<file path="config.mk">
export PLATFORM = sky130hd
export DESIGN_NAME = fft_stream_io_flat
export DESIGN_NICKNAME = d
export VERILOG_FILES = /design/src/rtl/fft_pkg.sv /design/src/rtl/fft_stream_io_if.sv /design/src/rtl/fft_skid_buf.sv /design/src/rtl/fft_stream_io.sv /design/src/flat_wrapper.sv
export SDC_FILE = /design/constraint.sdc
export NUM_CORES = 1
export LEC_CHECK = 0
export ABC_AREA = 1
export CAP_MARGIN = 25
export CORE_ASPECT_RATIO = 0.7
export CORE_UTILIZATION = 47
export CTS_CLUSTER_DIAMETER = 80
export DETAILED_ROUTE_END_ITERATION = 7
export HOLD_SLACK_MARGIN = 0.05
export MAX_ROUTING_LAYER = met4
export PLACE_DENSITY = 0.85
export SLEW_MARGIN = 0
export SYNTH_ARGS = -nofsm -noshare
export SYNTH_HDL_FRONTEND = slang
export SYNTH_SLANG_ARGS = --single-unit
</file>
<file path="constraint.sdc">
create_clock -name clk -period 2.7 [get_ports clk]
set_clock_uncertainty 0.15 [all_clocks]
set_input_delay 0.54 -clock clk [delete_from_list [all_inputs] [get_ports clk]]
set_output_delay 0.54 -clock clk [all_outputs]
set_load 0.02 [all_outputs]
</file>
<file path="src/rtl/fft_pkg.sv">
// Shared types and helpers for the FFT streaming front/back end.
// Holds the controller state encoding, complex sample packing and bit reversal.
package fft_pkg;

  localparam int unsigned FFT_DATA_WIDTH = 16;
  localparam int unsigned FFT_ADDR_WIDTH = 8;
  localparam int unsigned BITREV_MAX     = 16;
  // Output slots must cover the two-cycle RAM read round trip plus the
  // presented bin so a steady m_ready sustains one bin per cycle.
  localparam int unsigned SKID_DEPTH     = 3;

  typedef enum logic [1:0] {
    ST_FILL,
    ST_RUN,
    ST_DRAIN
  } fft_state_t;

  typedef struct packed {
    logic signed [FFT_DATA_WIDTH-1:0] im;
    logic signed [FFT_DATA_WIDTH-1:0] re;
  } cplx_t;

  function automatic cplx_t pack_cplx(input logic signed [FFT_DATA_WIDTH-1:0] re,
                                      input logic signed [FFT_DATA_WIDTH-1:0] im);
    cplx_t c;
    c.re = re;
    c.im = im;
    return c;
  endfunction

  // Reverse the low 'width' bits of addr; bits above width come back zero.
  function automatic logic [BITREV_MAX-1:0] bitrev(input logic [BITREV_MAX-1:0] addr,
                                                   input int unsigned width);
    logic [BITREV_MAX-1:0] rev;
    rev = {<<{addr}};
    return rev >> (BITREV_MAX - width);
  endfunction

endpackage

</file>
<file path="src/rtl/fft_stream_io_if.sv">
// Input sample stream and output bin stream of fft_stream_io.
// 'slave' is the block's view, 'master' the surrounding producer/consumer.
interface fft_stream_io_if
  import fft_pkg::*;
#(
  parameter int unsigned DATA_WIDTH = FFT_DATA_WIDTH
) ();

  logic                    s_valid;
  logic                    s_ready;
  logic [2*DATA_WIDTH-1:0] s_data;
  logic                    m_valid;
  logic                    m_ready;
  logic [2*DATA_WIDTH-1:0] m_data;
  logic                    m_last;

  modport master (
    output s_valid, s_data, m_ready,
    input  s_ready, m_valid, m_data, m_last
  );

  modport slave (
    input  s_valid, s_data, m_ready,
    output s_ready, m_valid, m_data, m_last
  );

endinterface

</file>
<file path="src/rtl/fft_skid_buf.sv">
// Small valid/ready output buffer for RAM read data plus the last flag.
// The writer must only push when a slot is guaranteed (credit held upstream).
module fft_skid_buf
  import fft_pkg::*;
#(
  parameter int unsigned WIDTH = 2*FFT_DATA_WIDTH + 1,
  parameter int unsigned DEPTH = SKID_DEPTH,
  parameter int unsigned LVL_W = $clog2(DEPTH + 1)
) (
  input  logic             clk,
  input  logic             rst,
  input  logic             in_valid,
  input  logic [WIDTH-1:0] in_data,
  output logic             out_valid,
  input  logic             out_ready,
  output logic [WIDTH-1:0] out_data,
  output logic [LVL_W-1:0] level
);

  localparam int unsigned PTR_W = (DEPTH > 1) ? $clog2(DEPTH) : 1;

  logic [WIDTH-1:0] mem [DEPTH];
  logic [PTR_W-1:0] head;
  logic [PTR_W-1:0] tail;
  logic [LVL_W-1:0] count;
  logic             pop;

  function automatic logic [PTR_W-1:0] ptr_inc(input logic [PTR_W-1:0] p);
    return (p == PTR_W'(DEPTH - 1)) ? '0 : p + PTR_W'(1);
  endfunction

  assign pop       = out_valid & out_ready;
  assign out_valid = (count != '0);
  assign out_data  = mem[head];
  assign level     = count;

  always_ff @(posedge clk) begin
    if (rst) begin
      mem   <= '{default: '0};
      head  <= '0;
      tail  <= '0;
      count <= '0;
    end else begin
      if (in_valid) begin
        mem[tail] <= in_data;
        tail      <= ptr_inc(tail);
      end
      if (pop) begin
        head <= ptr_inc(head);
      end
      count <= count + LVL_W'(in_valid) - LVL_W'(pop);
    end
  end

endmodule

</file>
<file path="src/rtl/fft_stream_io.sv">
// Streaming front/back end for the in-place FFT working RAM: bit-reversed
// fill, hand-off to the engine, then natural-order drain with backpressure.
module fft_stream_io
  import fft_pkg::*;
#(
  parameter int unsigned DATA_WIDTH = FFT_DATA_WIDTH,
  parameter int unsigned ADDR_WIDTH = FFT_ADDR_WIDTH
) (
  input  logic                    clk,
  input  logic                    rst,
  fft_stream_io_if.slave          io,
  output logic                    ram_sel,
  output logic                    ram_wen,
  output logic [ADDR_WIDTH-1:0]   ram_waddr,
  output logic [2*DATA_WIDTH-1:0] ram_wdata,
  output logic                    ram_ren,
  output logic [ADDR_WIDTH-1:0]   ram_raddr,
  input  logic [2*DATA_WIDTH-1:0] ram_rdata,
  output logic                    fft_start,
  input  logic                    fft_done,
  output logic                    busy
);

  localparam int unsigned N     = 2**ADDR_WIDTH;
  localparam int unsigned CW    = ADDR_WIDTH + 1;
  localparam int unsigned W     = 2*DATA_WIDTH;
  localparam int unsigned LVL_W = $clog2(SKID_DEPTH + 1);
  localparam logic [CW-1:0] LAST = CW'(N - 1);

  fft_state_t      state;
  logic [CW-1:0]   k_cnt;
  logic [CW-1:0]   r_cnt;
  logic [CW-1:0]   o_cnt;
  logic            fill_done;
  logic            s_ready_q;
  logic            ren_last;
  logic            pend;
  logic            pend_last;

  logic            accept;
  logic            sk_valid;
  logic [W-1:0]    sk_data;
  logic            sk_last;
  logic [LVL_W-1:0] sk_level;
  logic            pop;
  logic [LVL_W:0]  lvl_next;
  logic [LVL_W:0]  committed;
  logic            room;

  assign accept     = io.s_valid & s_ready_q;
  assign pop        = sk_valid & io.m_ready;
  assign io.s_ready = s_ready_q;
  assign io.m_valid = sk_valid;
  assign io.m_data  = sk_data;
  assign io.m_last  = sk_last;
  assign busy       = (state != ST_FILL);
  assign ram_sel    = (state == ST_RUN);

  // Slots already spoken for once this edge settles: buffered bins plus the
  // read currently on the RAM port; a new read may issue only if one is left.
  always_comb begin
    lvl_next  = {1'b0, sk_level} + (LVL_W+1)'(pend) - (LVL_W+1)'(pop);
    committed = lvl_next + (LVL_W+1)'(ram_ren);
    room      = (committed < (LVL_W+1)'(SKID_DEPTH));
  end

  always_ff @(posedge clk) begin
    if (rst) begin
      state     <= ST_FILL;
      k_cnt     <= '0;
      r_cnt     <= '0;
      o_cnt     <= '0;
      fill_done <= 1'b0;
      s_ready_q <= 1'b1;
      ram_wen   <= 1'b0;
      ram_waddr <= '0;
      ram_wdata <= '0;
      ram_ren   <= 1'b0;
      ram_raddr <= '0;
      fft_start <= 1'b0;
      ren_last  <= 1'b0;
      pend      <= 1'b0;
      pend_last <= 1'b0;
    end else begin
      ram_ren   <= 1'b0;
      fft_start <= 1'b0;
      pend      <= ram_ren;
      pend_last <= ren_last;
      unique case (state)
        ST_FILL: begin
          if (fill_done) begin
            ram_wen   <= 1'b0;
            fill_done <= 1'b0;
            fft_start <= 1'b1;
            state     <= ST_RUN;
          end else begin
            ram_wen <= accept;
            if (accept) begin
              ram_waddr <= ADDR_WIDTH'(bitrev(BITREV_MAX'(k_cnt[ADDR_WIDTH-1:0]), ADDR_WIDTH));
              ram_wdata <= io.s_data;
              k_cnt     <= k_cnt + CW'(1);
              if (k_cnt == LAST) begin
                s_ready_q <= 1'b0;
                fill_done <= 1'b1;
              end
            end
          end
        end
        ST_RUN: begin
          if (fft_done) begin
            state     <= ST_DRAIN;
            ram_ren   <= 1'b1;
            ram_raddr <= '0;
            ren_last  <= (r_cnt == LAST);
            r_cnt     <= CW'(1);
          end
        end
        ST_DRAIN: begin
          if ((r_cnt != CW'(N)) && room) begin
            ram_ren   <= 1'b1;
            ram_raddr <= r_cnt[ADDR_WIDTH-1:0];
            ren_last  <= (r_cnt == LAST);
            r_cnt     <= r_cnt + CW'(1);
          end
          if (pop) begin
            o_cnt <= o_cnt + CW'(1);
            if (o_cnt == LAST) begin
              state     <= ST_FILL;
              s_ready_q <= 1'b1;
              k_cnt     <= '0;
              r_cnt     <= '0;
              o_cnt     <= '0;
            end
          end
        end
        default: state <= ST_FILL;
      endcase
    end
  end

  fft_skid_buf #(
    .WIDTH (W + 1),
    .DEPTH (SKID_DEPTH)
  ) u_skid (
    .clk       (clk),
    .rst       (rst),
    .in_valid  (pend),
    .in_data   ({pend_last, ram_rdata}),
    .out_valid (sk_valid),
    .out_ready (io.m_ready),
    .out_data  ({sk_last, sk_data}),
    .level     (sk_level)
  );

endmodule
</file>
<file path="src/flat_wrapper.sv">
// flat-port wrapper written by rule: the top's interface ports become plain ports
module fft_stream_io_flat import fft_pkg::*;
#(
  parameter int unsigned DATA_WIDTH = FFT_DATA_WIDTH,
  parameter int unsigned ADDR_WIDTH = FFT_ADDR_WIDTH
)
  (clk, rst, ram_sel, ram_wen, ram_waddr, ram_wdata, ram_ren, ram_raddr, ram_rdata, fft_start, fft_done, busy, io_s_valid, io_s_data, io_m_ready, io_s_ready, io_m_valid, io_m_data, io_m_last);
  fft_stream_io_if #(.DATA_WIDTH(DATA_WIDTH)) io_i ();
  input  logic clk;
  input  logic rst;
  output logic ram_sel;
  output logic ram_wen;
  output logic [ADDR_WIDTH-1:0] ram_waddr;
  output logic [2*DATA_WIDTH-1:0] ram_wdata;
  output logic ram_ren;
  output logic [ADDR_WIDTH-1:0] ram_raddr;
  input  logic [2*DATA_WIDTH-1:0] ram_rdata;
  output logic fft_start;
  input  logic fft_done;
  output logic busy;
  input wire logic [$bits(io_i.s_valid)-1:0] io_s_valid;
  input wire logic [$bits(io_i.s_data)-1:0] io_s_data;
  input wire logic [$bits(io_i.m_ready)-1:0] io_m_ready;
  output wire logic [$bits(io_i.s_ready)-1:0] io_s_ready;
  output wire logic [$bits(io_i.m_valid)-1:0] io_m_valid;
  output wire logic [$bits(io_i.m_data)-1:0] io_m_data;
  output wire logic [$bits(io_i.m_last)-1:0] io_m_last;
  assign io_i.s_valid = io_s_valid;
  assign io_i.s_data = io_s_data;
  assign io_i.m_ready = io_m_ready;
  assign io_s_ready = io_i.s_ready;
  assign io_m_valid = io_i.m_valid;
  assign io_m_data = io_i.m_data;
  assign io_m_last = io_i.m_last;
  fft_stream_io #(.DATA_WIDTH(DATA_WIDTH), .ADDR_WIDTH(ADDR_WIDTH)) u_core (.clk(clk), .rst(rst), .io(io_i), .ram_sel(ram_sel), .ram_wen(ram_wen), .ram_waddr(ram_waddr), .ram_wdata(ram_wdata), .ram_ren(ram_ren), .ram_raddr(ram_raddr), .ram_rdata(ram_rdata), .fft_start(fft_start), .fft_done(fft_done), .busy(busy));
endmodule
</file>
---- Word level (Yosys, flattened, before mapping) ----
Cells that the tools add are included.
storage, ports and cells
  input bits .............................. 69
  output and inout port bits .............. 88
  flip-flop bits (word level) ............. 190
  word-level logic and storage cells ...... 116
operators by class
  magnitude comparators ................... 4
  muxes and demuxes ....................... 44
  reductions and logical operators ........ 15
  bitwise gates (word level) .............. 6
  equal/unequal tests ..................... 16
  add/sub/neg operators ................... 10
operator list
  cell                                                   number
  bitwise mux 99 bit                                     1
  two-way mux 33 bit                                     3
  two-way mux 9 bit                                      9
  binary-select mux 33 bit (select 2 bit)                1
  demux 33 bit (select 2 bit)                            1
  case mux 9 bit (2 select lines)                        2
  adder 9 x 1 -> 9 bit, second input constant            3
  == test 9 x 8 -> 1 bit, second input constant          3
  two-way mux 8 bit                                      2
  case mux 8 bit (2 select lines)                        1
  two-way mux 1 bit                                      14
  inequality test 2 x 1 -> 1 bit, second input constant  7
  two-way mux 2 bit                                      6
  inequality test 9 bit, second input constant           1
  nonzero test 2 bit                                     4
  == test 2 bit, second input constant                   3
  >= comparator 3 bit, second input constant             2
  inverter 2 -> 3 bit                                    2
  case mux 1 bit (2 select lines)                        3
  case mux 2 bit (3 select lines)                        1
  AND reduction 3 bit                                    2
  AND reduction 6 bit                                    1
  AND reduction 5 bit                                    1
  adder 2 x 1 -> 2 bit, second input constant            2
  other kinds (16)                                       20

---- Longest topological paths before layout ----
Gate-level depths: netlist of the first run.
  depth after elaboration ................. 10
  mapped depth ............................ 16
  mapped depth without buffers ............ 16

---- Modules after synthesis ----
Synthesis of the first run repeated with hierarchy kept, for this count alone.
second synthesis, totals
  cell total of the unflattened synthesis .. 1,208
  area, all modules ....................... 8,523.2 um^2
modules (own cells, without submodules)
  module         sequential area each (um^2)  area an instance (um^2)  cells each  times used
  fft_skid_buf   2,102.0                      4,792.1                  697         1
  fft_stream_io  1,701.6                      3,731.1                  511         1

---- Worst setup path before layout of the first run ----
No wires, ideal clock.
  path kind ............................... input-to-reg
  start point ............................. input port io_m_ready
  end point ............................... register u_core.r_cnt[2]
  arrival ................................. 2.571 ns
  data required time ...................... 2.433 ns
  setup slack ............................. -0.138 ns
  path buffers ............................ 1
  library setup time ...................... 0.117 ns
  stages .................................. 15
  cell sequence ........................... inv_1 nor2_4 ha_1 fa_1 inv_1 fa_1 inv_1 nor2_1 nor2_1 nand2_1 nor2_4 nand2_2 buf_6 o21ai_1 nor2_1
on the way
  cells in the longest elaborated chain, start to end .. 9
RTL lines
  item                                 RTL line              source
  from (decl)                          flat_wrapper.sv:23    input wire logic [$bits(io_i.m_ready)-1:0] io_m_ready;
  AND 1 bit (*)                        fft_stream_io.sv:51   assign pop = sk_valid & io.m_ready;
  via u_core.pop                       fft_stream_io.sv:45   logic pop;
  subtractor 3 x 1 -> 3 bit            fft_stream_io.sv:62   lvl_next = {1'b0, sk_level} + (LVL_W+1)'(pend) - (LVL_W+1)'(pop);
  adder 3 x 1 -> 3 bit                 fft_stream_io.sv:63   committed = lvl_next + (LVL_W+1)'(ram_ren);
  < comparator 3 x 2 -> 1 bit          fft_stream_io.sv:64   room = (committed < (LVL_W+1)'(SKID_DEPTH));
  logical AND 1 bit                    fft_stream_io.sv:119  if ((r_cnt != CW'(N)) && room) begin
  two-way mux 9 bit                    fft_stream_io.sv:119
  two-way mux 9 bit                    fft_stream_io.sv:127  if (o_cnt == LAST) begin
  two-way mux 9 bit (*)                fft_stream_io.sv:125  if (pop) begin
  case mux 9 bit (2 select lines) (*)  fft_stream_io.sv:89   unique case (state)
  to (signal assigned)                 fft_stream_io.sv:123  r_cnt <= r_cnt + CW'(1);
  to (decl)                            fft_stream_io.sv:32   logic [CW-1:0] r_cnt;
Mark *: on every way through the listed nets, which the timed path passes. The rest lies on a longest branch.
A chain may end at the register's enable or synchronous reset.

---- Worst setup path after layout of the first run ----
  start point ............................. register u_core.u_skid.head[0]
  end point ............................... output port io_m_data[11]
on the way
  cells in the longest elaborated chain, start to end .. 4
RTL lines
  item                                                   RTL line            source
  from (decl)                                            fft_skid_buf.sv:23  logic [PTR_W-1:0] head;
  from (signal assigned)                                 fft_skid_buf.sv:49  head <= ptr_inc(head);
  inverter 2 -> 3 bit (not written as such)              fft_skid_buf.sv:34  assign out_data = mem[head];
  binary-select mux 33 bit (select 2 bit)                fft_skid_buf.sv:34
  two-way mux 33 bit (not written as such) (2 in a row)  fft_skid_buf.sv:34
  to (decl)                                              flat_wrapper.sv:26  output wire logic [$bits(io_i.m_data)-1:0] io_m_data;
Every way passes these cells. The select of a mux whose other input is x is not followed.

==> impl_results.md, run 1 <==
* Result of the run: finished clean
* # fillers at 1,398
* Final setup vio count at 0
* Placed insts at 1,436
* Max FO, Critical Path at 12
* Cts hold-fix bufs at 0
* ANT nets after route at 0
* CP Launch Type: flop
* Adder-Cell Fraction of Synth Area at 2.34%
* 1st-pass router iterations at 5
* Post-synth EDFFs at 0
* CTS tree: yes
* Detail-routed via count per cell at 5.39
* DRC violations left at 0
* Synthesis-stage register bit count at 190
* Global route overflow at 0
* PD cells at 689 nW/um^2
* Hpwl dp at 14,400 um
* Drt wl/cell at 15.3 um
* Core area at 16,600 um^2
* Hold Violations, Final at 0
* Syn-to-layout area delta at 31.5%
* H-tree levels at 4
* Peak Freq at 0.371 GHz
* Clock transition at path regs at 0.07 ns
* CP Capture Type: output pin
* CTS buffer count at 17
* Mapped Avg Cell Area at 7.44 um^2
* IO Pins at 157
* ANT cells at 0
* Syn nets at 1,174
* Final Net Count at 1,315
* Hold path cells at 2
* Critical path depth in cells at 6
* Vias in the first global route at 7,455
* Final period util at 100%
* Compound-Gate Fraction of Synth Area at 15.5%
* DR vias at 7,902
* Fin util at 64.3%
* Syn Inst Count at 1,091
* Synth Area in Simple Gates at 27.9%
* Leakage Power at 4.68 nW
* Async set or reset register ratio after synthesis at 0%
* Required @ worst endpoint at 2.01 ns
* Final worst path period need at 2.70 ns
* Number of cells on the worst reg-to-reg path at 15
* Post-synthesis mux area share at 0%
* WL final at 22,500 um
* First-pass GRT wire length at 36,700 um
* Slew margin rel. at 53.8%
* Routability cong. at 0.905
* RSZ-0062 raised after global routing: yes
* Synth Flop Type: dfxtp_1
* Worst-skew pair later-pin latency at 0.43 ns
* Final Instance Area at 10,700 um^2
* Xor/xnor share of the synthesized area at 0.540%
* Max incr delay on CP at 0.60 ns
* Largest net degree at the start of global routing at 69
* Starting DRT DRC Count at 743
* Die W at 159 um
* Post-CTS setup repair buffer count at 0
* Commonest non-fill, non-tap cell in the layout: nor2_1
* Port Buffers at 156
* Worst path bufs/invs at 3
* Initial antenna violation count at 0
* Share of cells above drive strength 1 at 10.3%
* Combinational family with the most area after synthesis: simple AND/OR/NAND/NOR gates
* Non-filler cells, final at 1,467
* WP data arrival at 2.01 ns
* Dpl cell area at 9950 um^2
* # rows at 39
* Worst path cell trace: inv_2, nor2_2, buf_4, a22oi_1, nand2_1, clkdlybuf4s50_1
* CTS root buffer: clkbuf_16
* Starting density of the core at 48.9%
* Max-Cap Viols at 0
* Setup_tns at 0 ns
* GRT Total Usage at 26.1%
* Tightest Hold Check Type: flop to flop
* Worst Tran Pin Value at 0.692 ns
* Synth cell types at 36
* Register area share after synthesis at 46.9%
* Die Height at 112 um
* Synth Cell Area at 8110 um^2
* Cell family with most CP delay: buffers and inverters
* Slowest cell on the critical path: clkdlybuf4s50_1
* Max VDD drop at 0.000450 V
* Longest Clk Path Bufs at 2
* Die footprint at 17,800 um^2
* Yosys warns at 0
* Clock sink count at 190
* Max Slew Vio Count at 0
* Commonest cells after routing, fill and taps aside: nor2_1, dfxtp_1, nand2_1
* Kind of critical path: flop to output pin
-- final cells by class --
cell class | count | area (um^2) | area share, %
clock buffer | 19 | 453 | 4.25
clock inverter | 10 | 151 | 1.42
inverter | 61 | 239 | 2.24
multi-input combinational | 773 | 3850 | 36.1
sequential | 190 | 3810 | 35.7
tap | 225 | 282 | 2.64
timing repair buffer | 189 | 1890 | 17.7
-- cells in the mapped netlist, types with 7 or more instances --
library cell | number | area, um^2
a21oi_1 | 63 | 315
nand3_1 | 102 | 510
nor2_1 | 246 | 923
ha_1 | 12 | 150
dfxtp_1 | 190 | 3800
o21ai_1 | 12 | 60.1
buf_2 | 20 | 100
nand2_1 | 138 | 518
o21ai_0 | 107 | 536
nor2_2 | 7 | 43.8
inv_1 | 54 | 203
a22oi_1 | 33 | 248
clkbuf_1 | 34 | 128
-- path summary, 6_finish.rpt --
| path | start | to | slack, ns |
|---|---|---|---|
| max | u_core.u_skid.head[0] | io_m_data[11] | 0.001 |
| min | u_core.ren_last | u_core.pend_last | 0.30 |
| max reg2reg | u_core.u_skid.level[0] | u_core.ren_last | 0.06 |
| min reg2reg | u_core.ren_last | u_core.pend_last | 0.30 |
-- report_power, final --
part / total, mW / leakage (nW) / internal, mW / switching [mW]
logic: 1.74 / 2.84 / 0.673 / 1.07
clock network: 2.61 / 0.297 / 1.51 / 1.10
registers: 3.00 / 1.54 / 2.92 / 0.0763
total: 7.35 / 4.68 / 5.11 / 2.24
-- layer usage --
layer	track usage, %	part of all wire, %
met1	34.2	46
met2	39.7	44
met3	6.52	9.1
met4	7.63	1.1
met5	-	0
-- tightest hold or removal path, stage by stage (launching register included) --
cell and delay (ns):
dfxtp_1 0.33, inv_1 0.05, nor2_1 0.03
-- through the flow --
stage	setup WS [ns]	hold WS [ns]	total power, mW
final	0.00101	0.296	7.35
after global routing	-0.107	0.328	7.64
after CTS	-0.0184	0.292	7.27
after detailed placement	-0.714	0.281	4.67
after floorplan	-0.0211	0.254	3.99
after global placement	-0.603	0.286	4.63
-- cell families after synthesis --
group / after synthesis
flip-flops: 190
AND/OR/NAND/NOR: 525
AO/OA/AOI/OAI: 227
adder cells (fa/ha/maj): 14
buffers and inverters: 130
XOR/XNOR: 5
-- flip-flops by register name, indices dropped and copies added (netlist names), 2 cells and up --
register / count
u_core.u_skid.mem: 99
u_core.ram_wdata: 32
u_core.k_cnt: 9
u_core.o_cnt: 9
u_core.r_cnt: 9
u_core.ram_raddr: 8
u_core.ram_waddr: 8
u_core.state: 2
u_core.u_skid.head: 2
u_core.u_skid.level: 2
u_core.u_skid.tail: 2
-- what timing repair did --
item / 4_1_cts / 5_1_grt
pin swaps: 0 / 13
gates resized for setup: 17 / 36
cloned: 0 / 2
setup endpoints to repair: 48 / 37
(Power assumes the default switching activity.)
==> run 2, diff against run 1 <==
--- a/constraint.sdc
+++ b/constraint.sdc
@@ -3,3 +3,3 @@
 set_input_delay 0.54 -clock clk [delete_from_list [all_inputs] [get_ports clk]]
 set_output_delay 0.54 -clock clk [all_outputs]
-set_load 0.02 [all_outputs]
+set_load 0.005 [all_outputs]
==> run 2 against run 1 <==
Net effect:
- core utilization shrank 0.32 points
- count of clock-buffer cells in the layout decreased by 2
- clock power down 7%
- power decreased by 3.9%
- sequential cell count unchanged
- first-iteration DRC count grew 30%
- global-route usage is 0.20 points higher
- setup slack improved by 0.073 ns
- combinational power decreased by 7%
- routed wire length rose by 1.4%
- critical path depth down 1
- critical path type unchanged
- largest cell class unchanged
==> impl_results.md, run 2 (same netlist as run 1, synthesis figures left out) <==
* GRT Total Usage at 26.3%
* DR vias at 7,957
* Initial antenna violation count at 1
* Drt wl/cell at 15.5 um
* Final setup vio count at 0
* CP Launch Type: flop
* Hold WS at 0.288 ns
* Port Buffers at 156
* Slowest cell on the critical path: clkdlybuf4s50_1
* PD cells at 665 nW/um^2
* WL final at 22,800 um
* # fillers at 1,382
* Tot Pwr at 7.06 mW
* CTS root buffer: clkbuf_16
* Starting DRT DRC Count at 967
* Peak Freq at 0.381 GHz
* Die Height at 112 um
* Slew margin rel. at 54.0%
* Commonest non-fill, non-tap cell in the layout: nor2_1
* Worst Tran Pin Value at 0.688 ns
* Syn-to-layout area delta at 30.8%
* FF-to-FF Start: u_core.u_skid.level[0]
* Max reg flops at 99
* Number of cells on the worst reg-to-reg path at 13
* Largest net degree at the start of global routing at 52
* Commonest cells after routing, fill and taps aside: nor2_1, dfxtp_1, clkdlybuf4s50_1
* CTS tree: yes
* Largest reg by FF count: u_core.u_skid.mem
* ANT nets after route at 0
* Fin util at 64.0%
* Kind of critical path: flop to output pin
* Placed insts at 1,439
* Vias in the first global route at 7,439
* Worst path cell trace: nor2_2, buf_4, a22oi_1, nand2_1, clkdlybuf4s50_1
* Longest Clk Path Bufs at 2
* Max-Cap Viols at 0
* CTS buffer count at 17
* Result of the run: finished clean
* WP data arrival at 1.94 ns
* Global route overflow at 0
* Final Instance Area at 10,600 um^2
* Worst-skew pair later-pin latency at 0.44 ns
* Share of cells above drive strength 1 at 10.1%
* Reg area at 3810 um^2
* RSZ-0062 raised after global routing: yes
* Hold path cells at 2
* Non-filler cells, final at 1,475
* Largest regs: u_core.u_skid.mem x99, u_core.ram_wdata x32
* Clock transition at path regs at 0.07 ns
* Required @ worst endpoint at 2.01 ns
* Max incr delay on CP at 0.53 ns
* Max FO, Critical Path at 8
* Final worst path period need at 2.63 ns
* DRC violations left at 0
* Hold Violations, Final at 0
* Final Net Count at 1,319
* IO Pins at 157
* Area occupied by multi-input gates at 3820 um^2
* Die W at 159 um
* WHS Endpoint: u_core.pend_last
* H-tree levels at 4
* Detail-routed via count per cell at 5.39
* Routability cong. at 0.918
* Leakage Power at 4.34 nW
* # rows at 39
* Clock sink count at 190
* Reg2Reg Capture Point: u_core.ram_raddr[3]
* 1st-pass router iterations at 5
* Core area at 16,600 um^2
* Starting density of the core at 48.9%
* Hold Startpoint: u_core.ren_last
* Final period util at 97.3%
* Tightest Hold Check Type: flop to flop
* Die footprint at 17,800 um^2
* Hpwl dp at 14,700 um
* Max VDD drop at 0.000458 V
* Dpl cell area at 9950 um^2
* CP Capture Type: output pin
* Reg2Reg Setup Slack at 0.15 ns
* Max Slew Vio Count at 0
* First-pass GRT wire length at 36,800 um
-- run 2: changes by cell type in the layout (fill, tap and decap cells not counted), moves of 4 or more --
cell | before | now
buf_4 | 25 | 31
clkdlybuf4s50_1 | 127 | 154
dlygate4sd2_1 | 12 | 0
dlymetal6s2s_1 | 15 | 0
inv_8 | 1 | 6
nand2_1 | 134 | 138
nand2_2 | 9 | 4
-- run 2: per-stage QoR --
stage                     TNS, ns  worst slack [ns]
final                           0            0.0738
after global routing      -0.0542           -0.0427
after CTS                       0            0.0308
after detailed placement   -11.89            -0.704
after global placement     -10.77            -0.609
after floorplan           -0.0234           -0.0211
-- run 2: repair_timing --
action                     in CTS  in global routing
pin swaps                       1                  7
buffers inserted                1                  0
setup endpoints to repair      25                 32
gates resized for setup         6                 14
cloned                          1                  1
hold buffers                    0                  0
hold endpoints to repair        0                  0
-- run 2: worst max-delay path, delay by kind of cell, from the launching register on --
family	cells	cell delay, ns
buffers and inverters	2	0.73
AND/OR/NAND/NOR	2	0.30
flip-flops	1	0.35
AO/OA/AOI/OAI	1	0.12
-- run 2: worst max-delay path by stage --
| stage | startpoint | end | slack, ns | cells past startpoint |
|---|---|---|---|---|
| 6_report | u_core.u_skid.head[1] | io_m_data[22] | 0.07 | 5 |
| 2_1_floorplan | io_m_ready | u_core.r_cnt[1] | -0.02 | 15 |
| 3_5_place_dp | io_m_ready | u_core.ram_raddr[6] | -0.70 | 14 |
| 3_3_place_gp | io_m_ready | u_core.ram_raddr[6] | -0.61 | 14 |
| 4_1_cts | u_core.u_skid.head[0] | io_m_data[22] | 0.03 | 6 |
| 5_1_grt | u_core.u_skid.level[0] | u_core.r_cnt[2] | -0.04 | 15 |
-- run 2: metal layers --
layer	vias to the layer above	global-route usage, %	share of wire (%)
met5	-	-	0
met4	0	7.69	1.4
met3	28	6.07	8.3
met2	351	40.7	44
met1	3706	34.3	46
li1	3872	-	-
-- run 2: final cells by class --
cell class,count,share of cell area [%]
multi-input combinational,772,36.0
sequential,190,35.9
timing repair buffer,194,17.9
clock buffer,17,4.01
tap,225,2.65
inverter,61,2.25
clock inverter,15,1.37
antenna,1,0.0236
-- run 2: where the power goes --
| part | internal, mW | switching [mW] | leakage [nW] | total (mW) |
|---|---|---|---|---|
| registers | 2.92 | 0.0807 | 1.54 | 3.00 |
| clock network | 1.23 | 1.21 | 0.277 | 2.44 |
| logic | 0.680 | 0.935 | 2.52 | 1.62 |
| total | 4.83 | 2.23 | 4.34 | 7.06 |
